### src/rtl/ss2_data_stack_16b.sv
// Sixteen-bit data stack: top-of-stack register (TR) plus a RAM of deeper
// entries addressed by a wrapping data pointer (DP).
module ss2_data_stack_16b #(
  parameter int WIDTH      = 16,
  parameter int DEPTH_LOG2 = 8
) (
  input  logic                CLK,
  input  logic                reset,
  input  logic [1:0]          dp_inc,
  input  logic                regWrite,
  input  logic [WIDTH-1:0]    a,
  input  logic [WIDTH-1:0]    b,
  input  logic [WIDTH-1:0]    c,
  input  logic [WIDTH-1:0]    d,
  input  logic [WIDTH-1:0]    e,
  input  logic                tr_write,
  input  logic [2:0]          tr_src,
  output logic [WIDTH-1:0]    read_data
);

  localparam int DEPTH = 1 << DEPTH_LOG2;

  typedef enum logic [1:0] {
    DP_HOLD = 2'b00,
    DP_PUSH = 2'b01,
    DP_POP  = 2'b10,
    DP_RSVD = 2'b11
  } dp_op_t;

  logic [WIDTH-1:0]      ram [DEPTH];
  logic [WIDTH-1:0]      tr;
  logic [WIDTH-1:0]      tr_next;
  logic [DEPTH_LOG2-1:0] dp;
  logic [DEPTH_LOG2-1:0] dp_next;
  logic [WIDTH-1:0]      ram_rd;
  dp_op_t                dp_op;

  assign dp_op  = dp_op_t'(dp_inc);
  assign ram_rd = ram[dp];

  // Pointer arithmetic wraps modulo the RAM depth; there are no full/empty flags.
  always_comb begin
    dp_next = dp;
    unique case (dp_op)
      DP_PUSH: dp_next = dp + 1'b1;
      DP_POP:  dp_next = dp - 1'b1;
      default: dp_next = dp;
    endcase
  end

  always_comb begin
    tr_next = tr;
    if (tr_write) begin
      unique case (tr_src)
        3'd0:    tr_next = a;
        3'd1:    tr_next = b;
        3'd2:    tr_next = c;
        3'd3:    tr_next = d;
        3'd4:    tr_next = e;
        3'd5:    tr_next = ram_rd;
        default: tr_next = tr;
      endcase
    end
  end

  always_ff @(posedge CLK) begin
    if (reset) begin
      tr <= '0;
      dp <= '0;
    end else begin
      tr <= tr_next;
      dp <= dp_next;
    end
  end

  // RAM is not cleared by reset, but a write requested in the reset cycle is dropped.
  always_ff @(posedge CLK) begin
    if (!reset && regWrite) begin
      ram[dp_next] <= tr;
    end
  end

  assign read_data = tr;

endmodule

### config.mk
export PLATFORM = sky130hd
export DESIGN_NAME = ss2_data_stack_16b
export DESIGN_NICKNAME = d
export VERILOG_FILES = /design/src/rtl/ss2_data_stack_16b.sv
export SDC_FILE = /design/constraint.sdc
export NUM_CORES = 2
export LEC_CHECK = 0
export ABC_AREA = 1
export CORE_MARGIN = 4
export CORE_UTILIZATION = 40
export CTS_BUF_LIST = sky130_fd_sc_hd__clkbuf_4 sky130_fd_sc_hd__clkbuf_8
export DETAILED_ROUTE_END_ITERATION = 8
export SKIP_LAST_GASP = 1
export SLEW_MARGIN = 20
export SYNTH_ARGS = -nofsm -noshare
export SYNTH_HDL_FRONTEND = slang
export SYNTH_SLANG_ARGS = --single-unit
### constraint.sdc
create_clock -name CLK -period 6.15 [get_ports CLK]
set_input_delay 0.615 -clock CLK [delete_from_list [all_inputs] [get_ports CLK]]
set_output_delay 0.615 -clock CLK [all_outputs]
set_load 0.02 [all_outputs]
==> flow_metrics.tcl <==
set metrics [dict create \
    status "finished, final reports clean" \
    fin_skew_ps 65.2 \
    fin_ws_ps 1370 \
    place_ws_ps 408 \
    slew_headroom_pct 24.8 \
    cp.arrival_ps 5910 \
    r2r-end "read_data[11]" \
    gp_congestion 0.919 \
    num_vias 112723 \
    synthTopCellsByCount "nand2_1 (4216), edfxtp_1 (4096), nand3_1 (4093)" \
    ys_seq_area_share_pct 73.6 \
    wl_per_cell_um 26.1 \
    grt_setup_unrepaired "no" \
    hp-class "in -> reg" \
    reg2reg_from "dp[0]" \
    synthesis.nets 13944 \
    cp_slowest_cell "dfxtp_4" \
    clk_latency_ps 1220 \
    ys_seq_elements 4120 \
    required_ps 7280 \
    p_clk_share_pct 34.7 \
    final-hold-violation-count 0 \
    fin_setup_tns_ps 0 \
    seqPwrFrac_pct 49.0 \
    cts_sinks 4120 \
    ys.flop_type "edfxtp_1" \
    yosys_warnings 0 \
    cts_made_buffers 642 \
    cts_tree "built" \
    first_global_vias 106494 \
    synth_top_area_share_pct 73.3 \
    placement.io_buffers 104 \
    switching_share_pct 29.7 \
    io_pins 105 \
    finalSetupViolations 0 \
    finalWirelength_um 524000 \
    drt-pass1-iter-count 6 \
    syn-cell-area_mm2 0.168 \
    syn-instance-count 13852 \
    area_growth_pct 12.7 \
    synth_edf_count 4096 \
    avgSynthCellArea_um2 12.1 \
    path_cells "buf_12 -> buf_12 -> buf_4 -> nand2_1 -> nand3_1 -> nand3_1 -> nand3_1 -> nand3_1 -> nand3_1 -> nand3_1 -> nand3_1 -> nand3_1 -> nand2_1 -> nand2_1 -> a21oi_1" \
    async_reset_ff_share_pct 0 \
    num_rows 237 \
    grt_usage_pct 23.4 \
    fin_crit_ps 4780 \
    die_w_um 656 \
    hold_buffers 0 \
    synth_area_leaders "edfxtp_1 (73%), nand3_1 (12%), nand2_1 (9.4%)" \
    finalMaxSlewViolations 0 \
    critPathKind "reg -> reg" \
    drive_gt1_share_pct 12.4 \
    grt_pass1_wl_um 744000 \
    drtIter0Drc 16303 \
    finalCritPeriodShare_pct 77.8 \
    min_to "read_data[12]" \
    power_leakage_nw 66.4 \
    antenna_found_initial 20 \
    tightest_slew_ps 1130 \
    r2r_slack_ps 1370 \
    avgViaCountPerCell 5.61 \
    clk_path_buf_depth 4 \
    synth.most_common_cell "nand2_1" \
    dpl.hpwl_um 311000 \
    pwr_density_cell_mw_per_mm2 339 \
    ir_drop_mv 0.244 \
    intPower_mw 45.0 \
    grt_overflow 0 \
    cp_max_fo 128 \
    synth_cell_types 40 \
    cts_max_level 6 \
    power_switching_mw 19.0 \
    synth_area_leader_cell "edfxtp_1" \
    power_frac_comb_pct 16.3 \
    hold_start "a[12]" \
    start_util_pct 40.2 \
    root_buffer "clkbuf_8" \
    core_area_mm2 0.417 \
    drtAntennaViolNets 0 \
    path_clk_slew_ps 70 \
    nFillCells 37384 \
    final_net_count 14207 \
    cap_violations 0 \
    ff2ff_path_depth 15 \
    dieArea_mm2 0.430 \
    postCtsSetupBuffers 0 \
    finalCoreUtilization_pct 45.3 \
    cpMostUsedCell "nand3_1" \
    grt_max_degree 161 \
    fmax_ghz 0.209 \
    start_kind "flop" \
    cts_resized 0 \
    route.detailed.drc 0 \
    cp-end-kind "flop" \
    hold_depth 5 \
    cpPeakStageDelay_ps 770 \
    die_h_um 656 \
]
area by class of cell:
class | count | area [um2] | share of cell area [%]
Antenna cell | 10 | 25.0 | 0.0132
Clock buffer | 848 | 10400 | 5.52
Clock inverter | 267 | 1680 | 0.889
Inverter | 50 | 226 | 0.120
Multi-Input combinational cell | 8700 | 40500 | 21.4
Sequential cell | 4120 | 124000 | 65.4
Tap cell | 5497 | 6880 | 3.64
Timing Repair Buffer | 601 | 5670 | 3.00
routing by layer:
| metal | track usage, % | part of all wire (%) |
|---|---|---|
| met1 | 32.5 | 40 |
| met2 | 35.9 | 45 |
| met3 | 5.16 | 10 |
| met4 | 9.39 | 4.4 |
| met5 | 0 | 0.0044 |
how the worst max path moves through the flow:
stage	startpoint	to	slack (ps)	cells past startpoint
global placement	dp_inc[0]	ram[83][8]	400	12
detailed placement	dp_inc[0]	ram[137][1]	410	11
finish	dp[0]	read_data[11]	1370	15
floorplan	read_data[0]	ram[0][0]	1740	0
CTS	dp[0]	read_data[9]	1590	15
global route	dp[0]	read_data[15]	1320	16
layout by cell type, fill, tap and decap left out, types with 5 or more instances in the layout:
cell type / netlist / routed
nand2_4: 8 / 15
clkbuf_8: 0 / 651
clkinvlp_4: 0 / 14
a21oi_1: 18 / 18
dfxtp_4: 0 / 22
clkdlybuf4s50_1: 0 / 104
o21ai_2: 8 / 8
inv_8: 0 / 16
inv_2: 8 / 5
inv_6: 0 / 14
clkinv_1: 2 / 151
nor2_1: 17 / 17
inv_12: 0 / 9
diode_2: 0 / 10
nand2_1: 4216 / 4213
a211oi_1: 12 / 12
buf_12: 0 / 72
buf_4: 20 / 425
edfxtp_1: 4096 / 4096
o21ai_0: 19 / 19
inv_1: 39 / 36
nor3_2: 188 / 166
clkinv_2: 0 / 58
bufinv_16: 0 / 9
nand3_1: 4093 / 4093
nand2_2: 12 / 8
clkbuf_4: 0 / 197
nor3_4: 2 / 96
critical path: cells and delay by family, from the launching register on:
family                 cells  cell delay, ps
AOI/OAI and AO/OA          1             110
DFF                        1             770
and+or+nand+nor           11            2310
buffers and inverters      3            1320
stage by stage:
stage / cell area (um2) / cells / hold slack (ps) / power, mW
after floorplan: 168000 / 13852 / 673 / 37.8
after CTS: 189000 / 20083 / 52.6 / 64.1
after detailed placement: 177000 / 18968 / 640 / 42.1
final: 189000 / 20093 / 148 / 64.1
after global routing: 189000 / 20089 / 169 / 66.2
after global placement: 176000 / 18968 / 636 / 42.0
power groups by stage:
stage | sequential (mW) | clock [mW] | combinational, mW
after detailed placement | 32.0 | 0 | 10.2
after global routing | 31.4 | 23.9 | 11.0
after CTS | 31.4 | 22.6 | 10.2
after floorplan | 32.3 | 0 | 5.51
after global placement | 32.0 | 0 | 10.0
final | 31.4 | 22.3 | 10.4
logic make-up (layout without fill, tap and decap cells):
logic type	after synthesis	after routing	synth area share, %
other cells	0	10	0
xor+xnor	9	9	0.0694
simple gates	8620	8620	23.2
compound gates	68	68	0.258
buf+inv	1032	1766	2.81
fa+ha+maj	3	3	0.0224
flops	4120	4120	73.6
flip-flops by register name (all words and copies together), names as in the netlist:
| register | count |
|---|---|
| dp | 8 |
| read_data | 16 |
| ram | 4096 |
Power figures use the tool's default switching activity.
